--- src/rtl/axi4_mem_fill_master.sv ---
// -----------------------------------------------------------------------------
// axi4_mem_fill_master
//
// AXI4 write initiator that fills a region of slave memory with a 64-bit
// incrementing pattern. The region is written as NUM_BURSTS fixed-length INCR
// bursts of BURST_BEATS beats, 8 bytes per beat, one burst in flight at a
// time. Beat n of the fill (counted across all bursts) carries SEED + n.
// Slave error responses or an unexpected response ID raise a sticky ERR flag
// but never abort the fill.
//
// Ports
//   CLK, RESET           clock (rising edge) and asynchronous active-high reset
//   START                start request, sampled only while idle
//   BASE_ADDR            region byte address (aligned down to a burst boundary)
//   NUM_BURSTS           number of bursts to write (0 completes immediately)
//   SEED                 data value of the first beat
//   BUSY, DONE, ERR      status: running, one-cycle completion pulse, sticky error
//   AXI_AW_*             write-address channel (initiator side)
//   AXI_W_*              write-data channel (initiator side)
//   AXI_B_*              write-response channel (initiator side)
// -----------------------------------------------------------------------------
module axi4_mem_fill_master #(
    parameter logic [3:0] ID_VALUE    = 4'h0,
    parameter int         BURST_BEATS = 8
) (
    input  logic        CLK,
    input  logic        RESET,
    input  logic        START,
    input  logic [31:0] BASE_ADDR,
    input  logic [15:0] NUM_BURSTS,
    input  logic [63:0] SEED,
    output logic        BUSY,
    output logic        DONE,
    output logic        ERR,
    output logic        AXI_AW_VALID,
    input  logic        AXI_AW_READY,
    output logic [3:0]  AXI_AW_BITS_ID,
    output logic [31:0] AXI_AW_BITS_ADDR,
    output logic [7:0]  AXI_AW_BITS_LEN,
    output logic [2:0]  AXI_AW_BITS_SIZE,
    output logic [1:0]  AXI_AW_BITS_BURST,
    output logic        AXI_W_VALID,
    input  logic        AXI_W_READY,
    output logic [63:0] AXI_W_BITS_DATA,
    output logic [7:0]  AXI_W_BITS_STRB,
    output logic        AXI_W_BITS_LAST,
    input  logic        AXI_B_VALID,
    output logic        AXI_B_READY,
    input  logic [3:0]  AXI_B_BITS_ID,
    input  logic [1:0]  AXI_B_BITS_RESP
);

    // Burst geometry. The base address is aligned to a whole burst so that no
    // burst can cross a 4 KiB boundary.
    localparam int          BURST_BYTES = BURST_BEATS * 8;
    localparam logic [31:0] BURST_STEP  = 32'(BURST_BYTES);
    localparam logic [31:0] ADDR_MASK   = ~(BURST_STEP - 32'd1);
    localparam logic [7:0]  LAST_BEAT   = 8'(BURST_BEATS - 1);

    typedef enum logic [2:0] {
        ST_IDLE = 3'd0,
        ST_ADDR = 3'd1,
        ST_DATA = 3'd2,
        ST_RESP = 3'd3,
        ST_FIN  = 3'd4
    } state_t;

    state_t      state_q, state_d;
    logic [31:0] addr_q, addr_d;          // start address of the current burst
    logic [63:0] data_q, data_d;          // data of the beat currently offered
    logic [15:0] num_q, num_d;            // captured burst count
    logic [15:0] burst_idx_q, burst_idx_d;
    logic [7:0]  beat_q, beat_d;          // beat index within the burst
    logic        err_q, err_d;

    logic        aw_valid_q;
    logic        w_valid_q;
    logic        w_last_q;
    logic        b_ready_q;
    logic        busy_q;
    logic        done_q;

    logic        aw_fire_s;
    logic        w_fire_s;
    logic        b_fire_s;
    logic        b_bad_s;
    logic        last_burst_s;

    assign aw_fire_s = aw_valid_q & AXI_AW_READY;
    assign w_fire_s  = w_valid_q & AXI_W_READY;
    assign b_fire_s  = b_ready_q & AXI_B_VALID;
    assign b_bad_s   = (AXI_B_BITS_RESP != 2'b00) || (AXI_B_BITS_ID != ID_VALUE);
    // Widened so that NUM_BURSTS = 16'hFFFF terminates correctly.
    assign last_burst_s = (({1'b0, burst_idx_q} + 17'd1) == {1'b0, num_q});

    // Next-state and datapath update for the fill sequencer.
    always_comb begin
        state_d     = state_q;
        addr_d      = addr_q;
        data_d      = data_q;
        num_d       = num_q;
        burst_idx_d = burst_idx_q;
        beat_d      = beat_q;
        err_d       = err_q;

        case (state_q)
            ST_IDLE: begin
                if (START) begin
                    addr_d      = BASE_ADDR & ADDR_MASK;
                    data_d      = SEED;
                    num_d       = NUM_BURSTS;
                    burst_idx_d = 16'd0;
                    beat_d      = 8'd0;
                    err_d       = 1'b0;
                    if (NUM_BURSTS == 16'd0) begin
                        state_d = ST_FIN;
                    end else begin
                        state_d = ST_ADDR;
                    end
                end else begin
                    state_d = ST_IDLE;
                end
            end

            ST_ADDR: begin
                if (aw_fire_s) begin
                    state_d = ST_DATA;
                end else begin
                    state_d = ST_ADDR;
                end
            end

            ST_DATA: begin
                if (w_fire_s) begin
                    // Data runs on across bursts: it is the global beat index.
                    data_d = data_q + 64'd1;
                    if (beat_q == LAST_BEAT) begin
                        beat_d  = 8'd0;
                        state_d = ST_RESP;
                    end else begin
                        beat_d  = beat_q + 8'd1;
                        state_d = ST_DATA;
                    end
                end else begin
                    state_d = ST_DATA;
                end
            end

            ST_RESP: begin
                if (b_fire_s) begin
                    if (b_bad_s) begin
                        err_d = 1'b1;
                    end else begin
                        err_d = err_q;
                    end
                    burst_idx_d = burst_idx_q + 16'd1;
                    if (last_burst_s) begin
                        state_d = ST_FIN;
                    end else begin
                        // Address wraps modulo 2^32 by plain 32-bit addition.
                        addr_d  = addr_q + BURST_STEP;
                        state_d = ST_ADDR;
                    end
                end else begin
                    state_d = ST_RESP;
                end
            end

            ST_FIN: begin
                state_d = ST_IDLE;
            end

            default: begin
                state_d = ST_IDLE;
            end
        endcase
    end

    // State and datapath registers.
    always_ff @(posedge CLK or posedge RESET) begin
        if (RESET) begin
            state_q     <= ST_IDLE;
            addr_q      <= 32'd0;
            data_q      <= 64'd0;
            num_q       <= 16'd0;
            burst_idx_q <= 16'd0;
            beat_q      <= 8'd0;
            err_q       <= 1'b0;
        end else begin
            state_q     <= state_d;
            addr_q      <= addr_d;
            data_q      <= data_d;
            num_q       <= num_d;
            burst_idx_q <= burst_idx_d;
            beat_q      <= beat_d;
            err_q       <= err_d;
        end
    end

    // Handshake and status outputs, registered from the next state so that no
    // VALID ever depends combinationally on a READY.
    always_ff @(posedge CLK or posedge RESET) begin
        if (RESET) begin
            aw_valid_q <= 1'b0;
            w_valid_q  <= 1'b0;
            w_last_q   <= 1'b0;
            b_ready_q  <= 1'b0;
            busy_q     <= 1'b0;
            done_q     <= 1'b0;
        end else begin
            aw_valid_q <= (state_d == ST_ADDR);
            w_valid_q  <= (state_d == ST_DATA);
            w_last_q   <= (state_d == ST_DATA) && (beat_d == LAST_BEAT);
            b_ready_q  <= (state_d == ST_RESP);
            busy_q     <= (state_d == ST_ADDR) || (state_d == ST_DATA) ||
                          (state_d == ST_RESP);
            done_q     <= (state_d == ST_FIN);
        end
    end

    assign BUSY              = busy_q;
    assign DONE              = done_q;
    assign ERR               = err_q;

    assign AXI_AW_VALID      = aw_valid_q;
    assign AXI_AW_BITS_ID    = ID_VALUE;
    assign AXI_AW_BITS_ADDR  = addr_q;
    assign AXI_AW_BITS_LEN   = LAST_BEAT;
    assign AXI_AW_BITS_SIZE  = 3'b011;
    assign AXI_AW_BITS_BURST = 2'b01;

    assign AXI_W_VALID       = w_valid_q;
    assign AXI_W_BITS_DATA   = data_q;
    assign AXI_W_BITS_STRB   = 8'hFF;
    assign AXI_W_BITS_LAST   = w_last_q;

    assign AXI_B_READY       = b_ready_q;

endmodule

--- config.mk ---
export PLATFORM = sky130hd
export DESIGN_NAME = axi4_mem_fill_master
export DESIGN_NICKNAME = d
export VERILOG_FILES = /design/src/rtl/axi4_mem_fill_master.sv
export SDC_FILE = /design/constraint.sdc
export NUM_CORES = 1
export LEC_CHECK = 0
export BUFFER_PORTS_ARGS = -buffer_cell sky130_fd_sc_hd__buf_2
export CAP_MARGIN = 20
export CORE_ASPECT_RATIO = 0.8
export CORE_UTILIZATION = 53
export CTS_CLUSTER_SIZE = 10
export DETAILED_ROUTE_END_ITERATION = 10
export PLACE_DENSITY = 0.87
export SETUP_SLACK_MARGIN = 0.02
export SLEW_MARGIN = 20
export SYNTH_ARGS = -nofsm -noshare
export SYNTH_HDL_FRONTEND = slang
export SYNTH_SLANG_ARGS = --single-unit
--- constraint.sdc ---
create_clock -name CLK -period 7.23 [get_ports CLK]
set_clock_uncertainty 0.05 [all_clocks]
set_input_delay 1.8075 -clock CLK [delete_from_list [all_inputs] [get_ports CLK]]
set_output_delay 1.8075 -clock CLK [all_outputs]
set_load 0.02 [all_outputs]
==> results_dict.tcl, run 1 <==
set metrics [dict create \
    required_ps 7490 \
    routed_wl_mm 26.89 \
    critPathTopFamily "simple AND/OR/NAND/NOR gates" \
    place.gp.congestion 0.9315 \
    path_buf_inv 0 \
    initialDrtViolationCount 1140 \
    cts_buffer_depth 2 \
    critPathArrivalTime_ps 4130 \
    peakVddDrop_uv 242.2 \
    numCtsBuffers 17 \
    num_io_pins 252 \
    period_share 0.5353 \
    die_h_um 118.4 \
    setup_viol_count_final 0 \
    firstDrtPassIters 6 \
    synthSimpleGateAreaFrac 0.2618 \
    synthMuxAreaShare 0.005713 \
    core_area_um2 16550 \
    h-tree-depth 4 \
    tightest_slew_ps 949.8 \
    synth_xor_area_frac 0.02048 \
    maxCapViolCount 0 \
    cts_setup_buffers 0 \
    avgRoutedWirePerCell_um 17.44 \
    final.setup.tns_ps 0 \
    gr-usage-all-layers 0.3084 \
    cts-hold-fix-buffers 0 \
    num-nets-final 1434 \
    grt_start_max_net_pins 100 \
    port_buffers 214 \
    rows 42 \
    finalMaxSlewViolations 0 \
    avgSynthCellArea_um2 7.911 \
    synth_top_family_by_area "simple AND/OR/NAND/NOR gates" \
    ys_top_cells_by_area "dfrtp_1 39%, a21oi_1 7.0%, nand2_1 6.5%" \
    synthAdderAreaFrac 0.005574 \
    route.detailed.drc 0 \
    via_per_inst 6.212 \
    netlist_area_um2 8979 \
    path_class "reg2reg" \
    antenna_found_initial 4 \
    worst_path_largest_cell_delay_ps 560 \
    worstHoldPathType "reg2reg" \
    dieArea_um2 17470 \
    power_density_nw_per_um2 415.8 \
    first_global_vias 8528 \
    vias 9579 \
    ys_seq_area_frac 0.3902 \
    yosys_register_bits 140 \
    hold_viol 0 \
    crit_fanout 12 \
    synth-edff-count 0 \
    dp_hpwl_mm 18.68 \
    clk_pin_slew_worst_paths_ps 60 \
    outcome "complete, no violations" \
    grt-ovfl-total 0 \
    path_cells "ha_1 -> xor2_1 -> a311oi_1 -> o31ai_1 -> or4b_1 -> or4_1 -> o21ai_2 -> nand2_2 -> a221o_1" \
    rsz0062_at_grt "false" \
    seq_area_um2 3503 \
    synth-compound-area-share 0.2370 \
    chipWidth_um 147.5 \
    final.fill_count 1468 \
    final_antenna_net_count 0 \
    clock-root-buffer "clkbuf_16" \
    synth_cell_types 81 \
    cts_sinks 140 \
    multi_input_area_um2 4911 \
    p_leak_nw 4.617 \
    crit_path_end_kind "flop" \
    min_period_ps 3870 \
    crit_path_top_delay_cell "or4b_1" \
    dp.cells 1507 \
    fmax_mhz 258.4 \
    synth_top_cell_area_share 0.3902 \
    start_kind "flop" \
    synth-async-reset-ratio 1.000 \
    synth_area_leader_cell "dfrtp_1" \
    synthesis.instances 1135 \
    grt_pass1_wl_mm 43.30 \
    post_cts_resized 0 \
    relSlewSlack 0.3609 \
    area_delta_synth_final_pct 17.57 \
    initial_utilization 0.5424 \
    ys.flop_type "dfrtp_1" \
    finalNonFillerCells 1542 \
    synth_warnings 0 \
    drive_gt1_frac 0.2176 \
    cts_tree "built" \
    clkLatencyLatePin_ps 430 \
]
[where the power goes]
part           internal [W]  switching (W)  leakage [nW]
Combinational      0.000694        0.00130          2.66
Clock              0.000537       0.000360         0.277
Sequential          0.00110       0.000401          1.68
Total               0.00233        0.00206          4.62
[cell usage in the layout (no fill, tap or decap), types with 13 or more instances in the layout]
cell type	Yosys	routed
a21oi_1	125	125
and3_1	19	19
buf_2	1	214
clkbuf_16	0	17
conb_1	2	31
dfrtp_1	140	140
inv_1	25	24
nand2_1	155	155
nand3_1	82	82
nand4_1	18	18
nor2_1	103	102
nor3_1	25	25
o21ai_0	99	99
o22ai_1	33	33
xnor2_1	13	13
[metrics by stage]
stage / total power [W] / util / hold slack (ps) / area, µm² / setup slack (ps)
final: 0.004389 / 0.6377 / 450.2 / 10560 / 3360
after global routing: 0.004664 / 0.6377 / 479.4 / 10560 / 3282
after CTS: 0.004368 / 0.6373 / 454.8 / 10550 / 3451
after detailed placement: 0.003459 / 0.6008 / 437.6 / 9946 / 3278
after global placement: 0.003377 / 0.6008 / 441.4 / 9946 / 3286
after floorplan: 0.002853 / - / 407.6 / 9087 / 1620
[cell usage after synthesis (all sizes together), types with 4 or more instances]
master  number
mux2i        4
nand2      158
o41ai        5
o22ai       33
nor3        27
a32oi        4
nand4       19
buf         41
a221oi       8
or3          8
and4         8
or2          4
and2         9
o221ai       7
xor2         8
o31ai       11
nor2       104
dfrtp      140
nand3       82
and3        20
o32ai        5
ha           4
clkbuf      60
inv         26
a21oi      125
nor2b        5
a211oi       7
xnor2       13
nor4        13
o211ai       5
or4          8
a31oi       10
o21ai      104
nand2b       5
[kinds of logic (layout without fill, tap and decap cells)]
logic type / after synthesis / count (layout)
AOI/OAI and AO/OA: 354 / 354
adders and majority gates: 4 / 4
buffers and inverters: 128 / 283
muxes: 5 / 5
xor gates and xnor gates: 21 / 21
and+or+nand+nor: 481 / 481
other: 2 / 34
DFF: 140 / 140
[worst min-delay path, cell delays in order (launching register included)]
cell     delay (ps)
dfrtp_1         360
nand2_1          50
nand2_1          60
[path summary, 6_finish.rpt]
kind / start / end / slack [ps] / cells past startpoint
worst min register to register: num_q[0]$_DFFE_PP0P_ / num_q[0]$_DFFE_PP0P_ / 450 / 2
min in group asynchronous: RESET / AXI_W_BITS_DATA[10]$_DFFE_PP0P_ / 1550 / 2
worst min-delay path: num_q[0]$_DFFE_PP0P_ / num_q[0]$_DFFE_PP0P_ / 450 / 2
worst max register to register: burst_idx_q[0]$_DFFE_PP0P_ / AXI_AW_BITS_ADDR[26]$_DFFE_PP0P_ / 3360 / 9
worst max-delay path: burst_idx_q[0]$_DFFE_PP0P_ / AXI_AW_BITS_ADDR[26]$_DFFE_PP0P_ / 3360 / 9
max in group asynchronous: RESET / beat_q[5]$_DFF_PP0_ / 4460 / 3
[registers in the layout, indices dropped and copies added, names as in the netlist]
signal,count
AXI_AW_BITS_ADDR,26
AXI_AW_VALID,1
AXI_B_READY,1
AXI_W_BITS_DATA,64
AXI_W_BITS_LAST,1
AXI_W_VALID,1
BUSY,1
DONE,1
ERR,1
beat_q,8
burst_idx_q,16
num_q,16
state_q,3
[per-layer routing]
| layer | wire, µm | global-route usage | part of all wire |
|---|---|---|---|
| met5 | 13 | 0 | 0.00048 |
| met4 | 904 | 0.1327 | 0.034 |
| met3 | 2175 | 0.06178 | 0.081 |
| met2 | 12140 | 0.4534 | 0.45 |
| met1 | 11660 | 0.4399 | 0.43 |
[final cells by class]
class | count | area share
multi-input cells | 896 | 0.4652
clock inverters | 12 | 0.01292
inverters | 26 | 0.009719
well taps | 220 | 0.02608
flip-flops and latches | 140 | 0.3319
repair buffers | 225 | 0.1093
clock buffers | 20 | 0.04421
diodes | 3 | 0.0007112
Power figures use the tool's default switching activity.
==> run 2: changes to the inputs <==
==> constraint.sdc (replaced) <==
create_clock -name CLK -period 3.8 [get_ports CLK]
set_clock_uncertainty 0.05 [all_clocks]
set_input_delay 0.95 -clock CLK [delete_from_list [all_inputs] [get_ports CLK]]
set_output_delay 0.95 -clock CLK [all_outputs]
set_load 0.02 [all_outputs]
==> run 2 against run 1 <==
Compared with the run above: cell area increased by 0.81%; global-route usage decreased by 0.068 points; sequential power increased by 90%; clock-buffer cell count unchanged; critical endpoint is now AXI_W_BITS_LAST$_DFF_PP0_.
==> results_dict.tcl, run 2 (same netlist as run 1, synthesis figures left out) <==
set metrics [dict create \
    relSlewSlack 0.3869 \
    p_comb_frac 0.456 \
    dieArea_um2 17470 \
    cts_sinks 140 \
    swShare 0.4645 \
    dp.cells 1515 \
    routed_wl_mm 27.02 \
    grt_start_max_net_pins 141 \
    gr-usage-met3 0.05869 \
    cts_setup_buffers 0 \
    grt_pass1_wl_mm 43.33 \
    final.setup.tns_ps 0 \
    crit_path_top_delay_cell "or4_2" \
    pwr-share-clk 0.204 \
    chipWidth_um 147.5 \
    critPathArrivalTime_ps 3760 \
    clock-root-buffer "clkbuf_16" \
    dp_hpwl_mm 18.82 \
    p_sw_w 0.003896 \
    cts_tree "built" \
    finalMaxSlewViolations 0 \
    avgRoutedWirePerCell_um 17.42 \
    path_class "reg2reg" \
    use_met2 0.4517 \
    required_ps 4060 \
    num-nets-final 1442 \
    startpoint "burst_idx_q[0]$_DFFE_PP0P_" \
    r2r_start "burst_idx_q[0]$_DFFE_PP0P_" \
    finalNonFillerCells 1551 \
    rows 42 \
    tightest_slew_ps 911.2 \
    outcome "complete, no violations" \
    h-tree-depth 4 \
    period_share 0.9202 \
    path_cells "ha_1 -> nand4_4 -> or4_2 -> xnor2_1 -> nand2b_1 -> or4_1 -> a211oi_4 -> inv_2 -> nor4_2" \
    worstHoldPathType "reg2reg" \
    final_cell_area_um2 10640 \
    num_io_pins 252 \
    largest_reg_flops 64 \
    post_cts_resized 0 \
    initial_utilization 0.5424 \
    setup_slack_ps 303.2 \
    first_global_vias 8563 \
    final_common_cell "buf_2" \
    grt_use_met1 0.4463 \
    cts-hold-fix-buffers 0 \
    drive_gt1_frac 0.2216 \
    seqPwrFrac 0.340 \
    die_h_um 118.4 \
    area_delta_synth_final_pct 18.52 \
    clkLatencyLatePin_ps 420 \
    antenna_found_initial 3 \
    vias 9597 \
    port_buffers 214 \
    numCtsBuffers 17 \
    final.fill_count 1458 \
    start_kind "flop" \
    crit_fanout 8 \
    firstDrtPassIters 5 \
    power_density_nw_per_um2 788.2 \
    finish.utilization 0.6429 \
    via_per_inst 6.188 \
    min_from "ERR$_DFFE_PP0P_" \
    final_antenna_net_count 0 \
    initialDrtViolationCount 985 \
    min_period_ps 3497 \
    power.internal_w 0.004492 \
    grt-ovfl-total 0 \
    cts_buffer_depth 2 \
    placed_cell_area_um2 10030 \
    gr-usage-all-layers 0.3077 \
    rsz0062_at_grt "false" \
    core_area_um2 16550 \
    dpl_worst_slack_ps 389.9 \
    worst_path_largest_cell_delay_ps 690 \
    setup_viol_count_final 0 \
    route.detailed.drc 0 \
    maxCapViolCount 0 \
    p_leak_nw 4.669 \
    final_cell_mix "214 x buf_2, 155 x nand2_1, 140 x dfrtp_1, 125 x a21oi_1, 102 x nor2_1" \
    crit_path_end_kind "flop" \
    r2r_setup_slack_ps 300 \
    hold_viol 0 \
    fmax_mhz 286.0 \
    peakVddDrop_uv 403.3 \
    place.gp.congestion 0.9452 \
    clk_pin_slew_worst_paths_ps 60 \
    grt_busiest_layer "met2" \
]
## run 2: changes by cell type in the layout (fill, tap and decap cells not counted)
cell	previous run	this run
clkbuf_1	0	1
bufinv_16	2	3
buf_12	0	2
inv_6	3	0
clkinv_2	1	5
clkinv_4	1	0
clkbuf_8	3	2
clkinvlp_4	6	5
buf_4	11	17
diode_2	3	4
## run 2: worst paths after layout
check / to / cells after the start
setup / recovery: AXI_W_BITS_LAST$_DFF_PP0_ / 9
hold / removal: ERR$_DFFE_PP0P_ / 2
setup reg to reg: AXI_W_BITS_LAST$_DFF_PP0_ / 9
hold reg to reg: ERR$_DFFE_PP0P_ / 2
max in group asynchronous: state_q[1]$_DFF_PP0_ / 3
min in group asynchronous: AXI_W_BITS_DATA[60]$_DFFE_PP0P_ / 3
## run 2: layout make-up
| type | count | area, µm² | area share |
|---|---|---|---|
| multi-input combinational | 896 | 4911 | 0.4615 |
| inverter | 26 | 101.3 | 0.009524 |
| clock buffer | 20 | 456.7 | 0.04292 |
| clock inverter | 12 | 145.1 | 0.01364 |
| tap | 220 | 275.3 | 0.02587 |
| antenna | 4 | 10.01 | 0.0009406 |
| timing repair buffer | 233 | 1239 | 0.1164 |
| sequential | 140 | 3503 | 0.3292 |
## run 2: routing by layer
| layer | share of wire | routed length [µm] |
|---|---|---|
| met1 | 0.43 | 11750 |
| met2 | 0.45 | 12240 |
| met3 | 0.081 | 2200 |
| met4 | 0.031 | 830 |
| met5 | 0 | 0 |
## run 2: power by group through the flow
| stage | Clock, W | Sequential (W) | Combinational [W] |
|---|---|---|---|
| after floorplan | 0 | 0.00323 | 0.00219 |
| after global placement | 0 | 0.00280 | 0.00367 |
| after detailed placement | 0 | 0.00284 | 0.00377 |
| after CTS | 0.00173 | 0.00282 | 0.00380 |
| after global routing | 0.00180 | 0.00294 | 0.00419 |
| final | 0.00171 | 0.00285 | 0.00382 |
## run 2: worst max-delay path: cells and delay by family (launching register included)
kind | cells | cell delay, ps
flops | 1 | 470
xor+xnor | 1 | 170
buf+inv | 1 | 90
compound gates | 1 | 390
simple gates | 5 | 1860
fa+ha+maj | 1 | 360
## run 2: stage by stage
step	hold slack [ps]	total power, W
floorplan	407.6	0.005428
global placement	413.3	0.006467
detailed placement	425.9	0.006613
CTS	438.5	0.008343
global route	468.1	0.008930
finish	435.4	0.008388
==> run 3: changes to the inputs <==
--- a/config.mk
+++ b/config.mk
@@ -7,11 +7,11 @@
 export LEC_CHECK = 0
 export BUFFER_PORTS_ARGS = -buffer_cell sky130_fd_sc_hd__buf_2
 export CAP_MARGIN = 20
-export CORE_ASPECT_RATIO = 0.8
 export CORE_UTILIZATION = 53
 export CTS_CLUSTER_SIZE = 10
 export DETAILED_ROUTE_END_ITERATION = 10
 export PLACE_DENSITY = 0.87
+export RECOVER_POWER = 50
 export SETUP_SLACK_MARGIN = 0.02
 export SLEW_MARGIN = 20
 export SYNTH_ARGS = -nofsm -noshare
==> run 3 against run 2 <==
Compared with the run above: sequential cell count did not move; clock-buffer cell count fell by 1; worst setup slack got worse by 5.6 ps; sequential power barely moved; cell area fell by 0.76%; power fell by 1.3%; the flow now finishes with violations (max-capacitance violations, max-slew violations); sequential share of layout area rose by 0.25 points.
==> results_dict.tcl, run 3 (same netlist as run 1, synthesis figures left out) <==
set metrics [dict create \
    outcome "finished, violations left" \
    violations "max-capacitance violations, max-slew violations" \
    whs_ps 432.1 \
    grt-ovfl-total 0 \
    grt_busiest_layer "met2" \
    use_met2 0.4674 \
    clk_pin_slew_worst_paths_ps 60 \
    period_share 0.9217 \
    numCtsBuffers 17 \
    maxCapViolCount 2 \
    via_per_inst 6.149 \
    area_delta_synth_final_pct 17.61 \
    setup_viol_count_final 0 \
    first_global_vias 8533 \
    path_class "reg2reg" \
    cts_setup_buffers 0 \
    port_buffers 214 \
    final.fill_count 1494 \
    finalMaxSlewViolations 78 \
    dp_hpwl_mm 18.94 \
    cts_tree "built" \
    critPathArrivalTime_ps 3770 \
    rsz0062_at_grt "false" \
    start_kind "flop" \
    hold_viol 0 \
    final_common_cell "buf_2" \
    num_io_pins 252 \
    h-tree-depth 4 \
    vias 9556 \
    min_period_ps 3502 \
    route.detailed.drc 0 \
    rows 47 \
    tightest_slew_ps 1810 \
    worst_path_largest_cell_delay_ps 710 \
    p_leak_nw 4.525 \
    fmax_mhz 285.5 \
    gr-usage-met3 0.06267 \
    relSlewSlack -0.2132 \
    hold_path_depth 2 \
    die_h_um 132.2 \
    grt_use_met1 0.4104 \
    largest_reg_flops 64 \
    grt_pass1_wl_mm 42.55 \
    final_cell_mix "169 x buf_2, 155 x nand2_1, 140 x dfrtp_1, 125 x a21oi_1, 102 x nor2_1" \
    peakVddDrop_uv 456.3 \
    gr-usage-all-layers 0.3027 \
    drive_gt1_frac 0.1859 \
    final.setup.tns_ps 0 \
    cts_sinks 140 \
    clkLatencyLatePin_ps 420 \
    worstHoldPathType "reg2reg" \
    routed_wl_mm 26.74 \
    avgRoutedWirePerCell_um 17.21 \
    path_buf_inv 1 \
    crit_fanout 8 \
    post_cts_resized 0 \
    required_ps 4070 \
    worstRegToRegCells 9 \
    num-nets-final 1444 \
    dieArea_um2 17460 \
    crit_path_top_delay_cell "or4_2" \
    critPathTopFamily "simple AND/OR/NAND/NOR gates" \
    power_density_nw_per_um2 783.7 \
    initial_utilization 0.5414 \
    initialDrtViolationCount 1094 \
    clock-root-buffer "clkbuf_16" \
    grt_start_max_net_pins 68 \
    cp.depth 9 \
    firstDrtPassIters 6 \
    antenna_found_initial 6 \
    path_cells "ha_1 -> nand4_4 -> or4_2 -> xnor2_1 -> nand2b_1 -> or4_1 -> a211oi_4 -> inv_2 -> nor4_2" \
    core_area_um2 16580 \
    crit_path_end_kind "flop" \
    cts_buffer_depth 2 \
    chipWidth_um 132.2 \
    cts-hold-fix-buffers 0 \
    final_antenna_net_count 0 \
    place.gp.congestion 0.9226 \
]
==> run 3: changes by cell type in the layout (fill, tap and decap cells not counted), moves of 2 or more <==
cell | previous run | this run
clkinv_2 | 5 | 2
clkbuf_1 | 1 | 50
buf_4 | 17 | 15
buf_2 | 214 | 169
clkinv_4 | 0 | 4
==> run 3: through the flow <==
| stage | cells | total power [W] | setup WS (ps) | util | area [µm²] |
|---|---|---|---|---|---|
| floorplan | 1164 | 0.005428 | 653.6 | - | 9091 |
| global placement | 1517 | 0.006471 | 443.8 | 0.6060 | 10050 |
| detailed placement | 1517 | 0.006598 | 409.7 | 0.6060 | 10050 |
| CTS | 1549 | 0.008290 | 315.9 | 0.6414 | 10640 |
| global route | 1554 | 0.008796 | 109.2 | 0.6368 | 10560 |
| finish | 1554 | 0.008276 | 297.5 | 0.6368 | 10560 |
==> run 3: per-layer routing <==
metal | vias up | share of wire | routed length, µm
li1 | 4455 | - | -
met1 | 4513 | 0.42 | 11180
met2 | 515 | 0.47 | 12590
met3 | 73 | 0.082 | 2185
met4 | 0 | 0.030 | 793
met5 | - | 0 | 0
==> run 3: final timing paths <==
path                                                 start                             end  slack [ps]
worst max-delay path            burst_idx_q[0]$_DFFE_PP0P_       AXI_W_BITS_LAST$_DFF_PP0_         300
worst min-delay path                       ERR$_DFFE_PP0P_                 ERR$_DFFE_PP0P_         430
worst max register to register  burst_idx_q[0]$_DFFE_PP0P_       AXI_W_BITS_LAST$_DFF_PP0_         300
worst min register to register             ERR$_DFFE_PP0P_                 ERR$_DFFE_PP0P_         430
max in group asynchronous                            RESET                  DONE$_DFF_PP0_         650
min in group asynchronous                            RESET  AXI_W_BITS_DATA[6]$_DFFE_PP0P_         930
==> run 3: worst register-to-register path: stages (launching register included) <==
cell	delay, ps
dfrtp_1	460
ha_1	350
nand4_4	170
or4_2	710
xnor2_1	190
nand2b_1	180
or4_1	600
a211oi_4	370
inv_2	90
nor4_2	230
==> run 3: power breakdown <==
| group | switching, W | leakage [nW] | internal (W) |
|---|---|---|---|
| Combinational | 0.00248 | 2.57 | 0.00128 |
| Clock | 0.000667 | 0.276 | 0.000987 |
| Sequential | 0.000783 | 1.68 | 0.00208 |
| Total | 0.00393 | 4.53 | 0.00435 |
==> run 3: area by class of cell <==
| type | count | area, µm² | area share |
|---|---|---|---|
| clock buffers | 19 | 442.9 | 0.04194 |
| repair buffers | 235 | 1167 | 0.1105 |
| inverters | 26 | 98.84 | 0.009360 |
| multi-input cells | 896 | 4916 | 0.4655 |
| well taps | 220 | 275.3 | 0.02607 |
| flip-flops and latches | 140 | 3503 | 0.3318 |
| clock inverters | 13 | 143.9 | 0.01363 |
| diodes | 5 | 12.51 | 0.001185 |
